**src/rtl/placar_acumulador.sv**
```systemverilog
// placar_acumulador: saturating team score register with sequential binary-to-BCD conversion.
// Optional undo of the last update when PLACAR_DESFAZ_EN is defined.
module placar_acumulador #(
   parameter int MAX_PONTOS = 99
) (
   input  logic       clk,
   input  logic       reset,
   input  logic       botaoConfirma,
   input  logic       chavePN,
   input  logic [1:0] B,
`ifdef PLACAR_DESFAZ_EN
   input  logic       botaoDesfaz,
`endif
   output logic [6:0] pontos,
   output logic [3:0] dezena,
   output logic [3:0] unidade,
   output logic       bcdValido,
   output logic       ocupado,
   output logic       erroLimite
);
   typedef enum logic {IDLE, CONV} estado_t;
   localparam logic [6:0] MAX7 = 7'(MAX_PONTOS);
   estado_t     estado_q, estado_d;
   logic        botao_ant_q, botao_ant_d;
   logic [6:0]  pontos_q, pontos_d;
   logic [3:0]  dezena_q, dezena_d, unidade_q, unidade_d;
   logic        bcd_valido_q, bcd_valido_d, ocupado_q, ocupado_d, erro_q, erro_d;
   logic [2:0]  passo_q, passo_d;
   logic [14:0] sr_q, sr_d, sr_aj, sr_desl;
   logic [7:0]  soma;
   logic [6:0]  novo, carga;
   logic        press, abaixo, acima, inicia;
`ifdef PLACAR_DESFAZ_EN
   logic        desfaz_ant_q, desfaz_ant_d, desfaz_valido_q, desfaz_valido_d, desfaz;
   logic [6:0]  pontos_ant_q, pontos_ant_d;
`endif
   always_comb begin
      estado_d     = estado_q;
      botao_ant_d  = botaoConfirma;
      pontos_d     = pontos_q;
      dezena_d     = dezena_q;
      unidade_d    = unidade_q;
      bcd_valido_d = bcd_valido_q;
      ocupado_d    = ocupado_q;
      erro_d       = 1'b0;
      passo_d      = passo_q;
      sr_d         = sr_q;
      carga        = pontos_q;
      inicia       = 1'b0;
`ifdef PLACAR_DESFAZ_EN
      desfaz_ant_d    = botaoDesfaz;
      desfaz_valido_d = desfaz_valido_q;
      pontos_ant_d    = pontos_ant_q;
      desfaz          = botaoDesfaz & ~desfaz_ant_q;
`endif
      press  = botaoConfirma & ~botao_ant_q;
      soma   = {1'b0, pontos_q} + {6'd0, B};
      abaixo = {5'd0, B} > pontos_q;
      acima  = soma > {1'b0, MAX7};
      novo   = chavePN ? (abaixo ? 7'd0 : pontos_q - {5'd0, B}) : (acima ? MAX7 : soma[6:0]);
      // shift-add-3: correct each BCD nibble before it doubles
      sr_aj          = sr_q;
      sr_aj[14:11]   = sr_q[14:11] >= 4'd5 ? sr_q[14:11] + 4'd3 : sr_q[14:11];
      sr_aj[10:7]    = sr_q[10:7] >= 4'd5 ? sr_q[10:7] + 4'd3 : sr_q[10:7];
      sr_desl        = sr_aj << 1;
      if (estado_q == IDLE) begin
         if (press && B != 2'd0) begin
            pontos_d = novo;
            erro_d   = chavePN ? abaixo : acima;
            carga    = novo;
            inicia   = 1'b1;
`ifdef PLACAR_DESFAZ_EN
            pontos_ant_d    = pontos_q;
            desfaz_valido_d = 1'b1;
         end else if (desfaz && desfaz_valido_q && !press) begin
            pontos_d        = pontos_ant_q;
            carga           = pontos_ant_q;
            desfaz_valido_d = 1'b0;
            inicia          = 1'b1;
`endif
         end
      end else begin
         sr_d    = sr_desl;
         passo_d = passo_q + 3'd1;
         if (passo_q == 3'd6) begin
            estado_d     = IDLE;
            passo_d      = 3'd0;
            dezena_d     = sr_desl[14:11];
            unidade_d    = sr_desl[10:7];
            bcd_valido_d = 1'b1;
            ocupado_d    = 1'b0;
         end
      end
      if (inicia) begin
         estado_d     = CONV;
         sr_d         = {8'd0, carga};
         passo_d      = 3'd0;
         ocupado_d    = 1'b1;
         bcd_valido_d = 1'b0;
      end
   end
   always_ff @(posedge clk) begin
      if (reset) begin
         estado_q     <= IDLE;
         botao_ant_q  <= 1'b1;
         pontos_q     <= 7'd0;
         dezena_q     <= 4'd0;
         unidade_q    <= 4'd0;
         bcd_valido_q <= 1'b1;
         ocupado_q    <= 1'b0;
         erro_q       <= 1'b0;
         passo_q      <= 3'd0;
         sr_q         <= 15'd0;
`ifdef PLACAR_DESFAZ_EN
         desfaz_ant_q    <= 1'b1;
         desfaz_valido_q <= 1'b0;
         pontos_ant_q    <= 7'd0;
`endif
      end else begin
         estado_q     <= estado_d;
         botao_ant_q  <= botao_ant_d;
         pontos_q     <= pontos_d;
         dezena_q     <= dezena_d;
         unidade_q    <= unidade_d;
         bcd_valido_q <= bcd_valido_d;
         ocupado_q    <= ocupado_d;
         erro_q       <= erro_d;
         passo_q      <= passo_d;
         sr_q         <= sr_d;
`ifdef PLACAR_DESFAZ_EN
         desfaz_ant_q    <= desfaz_ant_d;
         desfaz_valido_q <= desfaz_valido_d;
         pontos_ant_q    <= pontos_ant_d;
`endif
      end
   end
   assign pontos     = pontos_q;
   assign dezena     = dezena_q;
   assign unidade    = unidade_q;
   assign bcdValido  = bcd_valido_q;
   assign ocupado    = ocupado_q;
   assign erroLimite = erro_q;
endmodule

```
**config.mk**
```make
export PLATFORM = sky130hd
export DESIGN_NAME = placar_acumulador
export DESIGN_NICKNAME = d
export VERILOG_FILES = /design/src/rtl/placar_acumulador.sv
export SDC_FILE = /design/constraint.sdc
export NUM_CORES = 1
export LEC_CHECK = 0
export BUFFER_PORTS_ARGS = -buffer_cell sky130_fd_sc_hd__buf_2
export CAP_MARGIN = 20
export CORE_UTILIZATION = 25
export CTS_CLUSTER_DIAMETER = 50
export DETAILED_ROUTE_END_ITERATION = 8
export PLACE_DENSITY = 0.4
export SKIP_CTS_REPAIR_TIMING = 1
export SLEW_MARGIN = 20
export SYNTH_ARGS = -nofsm -noshare
export SYNTH_HDL_FRONTEND = slang
export SYNTH_SLANG_ARGS = --single-unit
```
**constraint.sdc**
```tcl
create_clock -name clk -period 2.4 [get_ports clk]
set_input_delay 0.6 -clock clk [delete_from_list [all_inputs] [get_ports clk]]
set_output_delay 0.6 -clock clk [all_outputs]
set_load 0.05 [all_outputs]
```
After elaboration in Yosys (flattened, before gate mapping)
Cells that the tools add are included.
- add/sub/neg operators: 5
- magnitude comparators: 4
- eq/ne operators: 1
- muxes and demuxes: 22
- bitwise operators: 3
- reduce and logical (&&, ||, !) cells: 8
- operators with widths (operator ; number):
    7-bit 2-to-1 mux ; 7
    1-bit 2-to-1 mux ; 12
    7-bit by 2-bit adder with 8-bit output ; 1
    4-bit by 3-bit >= comparator with 1-bit output, second input constant ; 2
    8-bit by 7-bit greater-than comparator with 1-bit output, second input constant ; 1
    2-bit by 7-bit greater-than comparator with 1-bit output ; 1
    7-bit by 2-bit subtractor with 7-bit output ; 1
    3-bit 2-to-1 mux ; 2
    2-bit nonzero test ; 3
    4-bit by 2-bit adder with 4-bit output, second input constant ; 1
    4-bit 2-to-1 mux ; 1
    2-bit AND reduction ; 2
    3-bit by 1-bit adder with 3-bit output, second input constant ; 1
    3-bit by 2-bit adder with 3-bit output, second input constant ; 1
    3-bit == test, second input constant ; 1
    3-bit OR reduction ; 1
    1-bit NOT ; 2
    2-bit OR reduction ; 1
    1-bit bitwise AND ; 1
    1-bit logical AND ; 1
- flip-flop bits (word level): 38
- output and inout port bits: 18
- word-level logic and storage cells: 54

Logic depth before layout (Yosys ltp)
- depth after elaboration: 7
- gate-level depth with buffers: 8
- gate-level depth less buffers: 8

Worst setup path before layout
OpenSTA, ideal clock, no wires.
- kind: in2reg
- start point: input B[0]
- end point: register pontos_q[0], in the netlist pontos[0]
- data arrival time: 2.317 ns
- path slack: -0.039 ns
- stages on the path: 7
- path buffers: 0
- path through: ha_1 > fa_1 > nor3_1 > a31oi_1 > o311ai_2 > a21oi_2 > a221o_1
- cells in the longest elaborated chain, start to end: 6
- elaborated cells on any way between the ends: 11
- RTL lines (item ; RTL line ; source):
    start, declared ; 10 ; input logic [1:0] B,
    7-bit by 2-bit adder with 8-bit output ; 57 ; soma = {1'b0, pontos_q} + {6'd0, B};
    8-bit by 7-bit greater-than comparator with 1-bit output ; 59 ; acima = soma > {1'b0, MAX7};
    7-bit 2-to-1 mux (2 in series) ; 60 ; novo = chavePN ? (abaixo ? 7'd0 : pontos_q - {5'd0, B}) : (acima ? MAX7 : soma[6:0]);
    7-bit 2-to-1 mux (*) (2 in series) ; -- ;
    end signal, assigned ; 122 ; pontos_q <= pontos_d;
    end, declared ; 25 ; logic [6:0] pontos_q, pontos_d;
Every way passes the cells marked *; elsewhere a longest branch is shown, timed or not.
A chain may end at the register's enable or synchronous reset.

Worst setup path after layout
- start point: input B[0]
- end point: register sr_q[1]
- cells in the longest elaborated chain, start to end: 7
- elaborated cells on any way between the ends: 15
- RTL lines (item ; RTL line ; source):
    7-bit by 2-bit adder with 8-bit output ; 57 ;
    8-bit by 7-bit greater-than comparator with 1-bit output ; 59 ;
    7-bit 2-to-1 mux (2 in series) ; 60 ;
    7-bit 2-to-1 mux (2 in series) ; -- ;
    7-bit 2-to-1 mux ; 94 ; if (inicia) begin
    end signal, assigned ; 129 ; sr_q <= sr_d;
    end, declared ; 29 ; logic [14:0] sr_q, sr_d, sr_aj, sr_desl;
Parallel ways exist; a longest one is shown, timed or not.

==> reports/results.ini <==
[placed_design]
placed_cells = 387
dp_slack_ps = -111
finalWeightedCongestion = 0.759
dp_hpwl_um = 4010
port-buffer-count = 23

[sta]
rsz0062_at_grt = no
setup_slack_ps = 210
slew_violations = 0
fin_tns_setup_ps = 0
finClkSkew_ps = 8.24
fmax_mhz = 457
finalCritPeriodShare = 0.912
final-hold-violation-count = 0
max_slew.worst_pin.slew_ps = 517
relSlewSlack = 0.655
hold_slack_ps = 458
setup_viol = 0
period_needed_ps = 2190

[setup_path]
cp_max_fo = 5
reg2reg_slack_ps = 280
crit_type = in -> reg
cp.required_ps = 2580
cp_cell_sequence = buf_2, ha_1, fa_2, nor3_1, a31oi_1, o311ai_2, a21oi_2, a221o_1
critPathBufInv = 1
worst-path-stages = 8
crit_path_start_kind = primary input
slowest_stage = fa_2
crit_family = compound AO/OA/AOI/OAI gates
worst-r2r-cell-count = 6
reg2reg_to = sr_q[1]$_SDFFE_PP0P_
critPathMaxStageDelay_ps = 360
worst_ep_arrival_time_ps = 2370
r2r_start = pontos[1]$_SDFF_PP0_
critical_path.startpoint = B[0]
end_kind = register
crit_end = sr_q[1]$_SDFFE_PP0P_

[min_path]
hold_path.class = reg -> reg

[yosys]
synth_edf_count = 0
syn_inst = 256
synth-main-ff-cell = dfxtp_1
syn-cell-area_um2 = 2160
seq_area_frac_synth = 0.352
async_reset_ff_frac = 0
ys_warn_count = 0
synthesis.nets = 272
ys_types = 50
synth.avg_cell_area_um2 = 8.44
ys_seq_elements = 38

[die]
std_cell_rows = 33
initial_core_util = 0.260
die-area_um2 = 9020
io_pins = 24
fp.dieH_um = 95.0
design.core.area_um2 = 8300
die_w_um = 95.0

[pwr]
p_leak_nw = 1.01
p_total_w = 0.00143
cellPowerDensity_nw_per_um2 = 550
peakVddDrop_uv = 287

[clock_tree]
cts_root_buf = clkbuf_8
insertion_delay_ps = 290
path_clk_slew_ps = 80
clock_sinks = 38
clockBufferDepth = 2
cts_tree = yes
htree_num_levels = 2
cts_buffers = 5

[cells_and_area]
final_cell_mix = dfxtp_1 (38), nand2_1 (28), nor2_1 (23), buf_2 (23), a21oi_1 (21)
layout-drive-gt1-share = 0.210
area_growth_syn_to_layout_pct = 20.4
diodes = 0
n_fill_cell = 877
fin_cells = 395
final_nets = 305
final_common_cell = dfxtp_1

[grt]
grt_pass1_vias = 1763
grt_remaining_overflow = 0
grt_pass1_wl_um = 8850
gr-usage-all-layers = 0.128
grt_max_degree = 34
antenna_found_initial = 0

[detailed_routing]
first_iter_violations = 66
num_vias = 1908
firstDrtPassIters = 4
drt_wl_total_um = 5370
drc = 0
viasPerCell = 4.83
wire_per_inst_um = 13.6
ant_nets = 0

[run]
max_cap_viol_count = 0

[status]
status = finished, final reports clean

## registers in the layout, indices dropped and copies added (netlist names)
register     flops
sr_q            15
pontos           7
dezena           4
unidade          4
passo_q          3
bcdValido        1
botao_ant_q      1
erroLimite       1
estado_q         1
ocupado          1
## stage by stage
stage               instance area, um^2   util
finish                             2600  0.314
global route                       2600  0.314
CTS                                2600  0.314
detailed placement                 2460  0.297
global placement                   2460  0.297
floorplan                          2160      -
## metal layers
metal / global-route usage / wire length (um)
met1: 0.164 / 2550
met2: 0.213 / 2550
met3: 0.0217 / 136
met4: 0.0505 / 127
met5: 0 / 0
## layout make-up
| type | count | area, um^2 | area share |
|---|---|---|---|
| Sequential cell | 38 | 761 | 0.292 |
| Inverter | 13 | 48.8 | 0.0187 |
| Tap cell | 105 | 131 | 0.0505 |
| Multi-Input combinational cell | 191 | 1280 | 0.492 |
| Timing Repair Buffer | 40 | 243 | 0.0933 |
| Clock buffer | 5 | 68.8 | 0.0264 |
| Clock inverter | 3 | 68.8 | 0.0264 |
## worst min path at each step
stage	startpoint	end	slack [ps]	depth (start not counted)
6_report	unidade[2]$_SDFFE_PP0P_	unidade[2]$_SDFFE_PP0P_	460	2
5_1_grt	unidade[1]$_SDFFE_PP0P_	unidade[1]$_SDFFE_PP0P_	490	2
4_1_cts	unidade[1]$_SDFFE_PP0P_	unidade[1]$_SDFFE_PP0P_	460	2
3_5_place_dp	unidade[1]$_SDFFE_PP0P_	unidade[1]$_SDFFE_PP0P_	450	2
3_3_place_gp	unidade[2]$_SDFFE_PP0P_	unidade[2]$_SDFFE_PP0P_	440	2
2_1_floorplan	sr_q[6]$_SDFFE_PP0P_	unidade[0]$_SDFFE_PP0P_	440	2
## worst reg2reg max path, stage by stage (launching register included)
cell,delay (ps)
dfxtp_1,470
ha_1,310
nand3b_1,170
and3_1,210
o311ai_2,340
a21oi_2,150
a221o_1,360
## kinds of logic (layout without fill, tap and decap cells)
kind of cell | count (synthesis) | after routing | synth area share
buffers and inverters | 27 | 61 | 0.0562
multiplexers | 11 | 11 | 0.0515
flip-flops | 38 | 38 | 0.352
AND/OR/NAND/NOR | 96 | 96 | 0.233
XOR/XNOR | 7 | 7 | 0.0284
AO/OA/AOI/OAI | 67 | 67 | 0.214
adder cells (fa/ha/maj) | 10 | 10 | 0.0649
## power breakdown
group	internal [W]	total (W)	switching (W)
Combinational	0.0000525	0.000131	0.0000780
Sequential	0.000638	0.000647	0.00000848
Clock	0.000417	0.000653	0.000237
## cell usage after synthesis (3+ instances only)
| cell type | n | area share |
|---|---|---|
| nor3b_1 | 6 | 0.021 |
| nand2b_1 | 6 | 0.017 |
| mux2i_1 | 10 | 0.046 |
| inv_1 | 13 | 0.023 |
| a221o_1 | 3 | 0.014 |
| clkbuf_1 | 7 | 0.012 |
| nand2_1 | 28 | 0.049 |
| buf_2 | 4 | 0.0093 |
| nor4b_1 | 3 | 0.012 |
| xnor2_1 | 6 | 0.024 |
| ha_1 | 8 | 0.046 |
| o221ai_1 | 3 | 0.012 |
| nor2_1 | 23 | 0.040 |
| o21ai_0 | 13 | 0.030 |
| a22oi_1 | 3 | 0.010 |
| a31oi_1 | 3 | 0.0087 |
| nor3_1 | 7 | 0.016 |
| a21oi_1 | 21 | 0.049 |
| dfxtp_1 | 38 | 0.35 |
| nor2b_1 | 5 | 0.014 |
| a211oi_1 | 4 | 0.014 |
| nand3_1 | 5 | 0.012 |
Note: power is estimated with default switching activity, not from simulation.
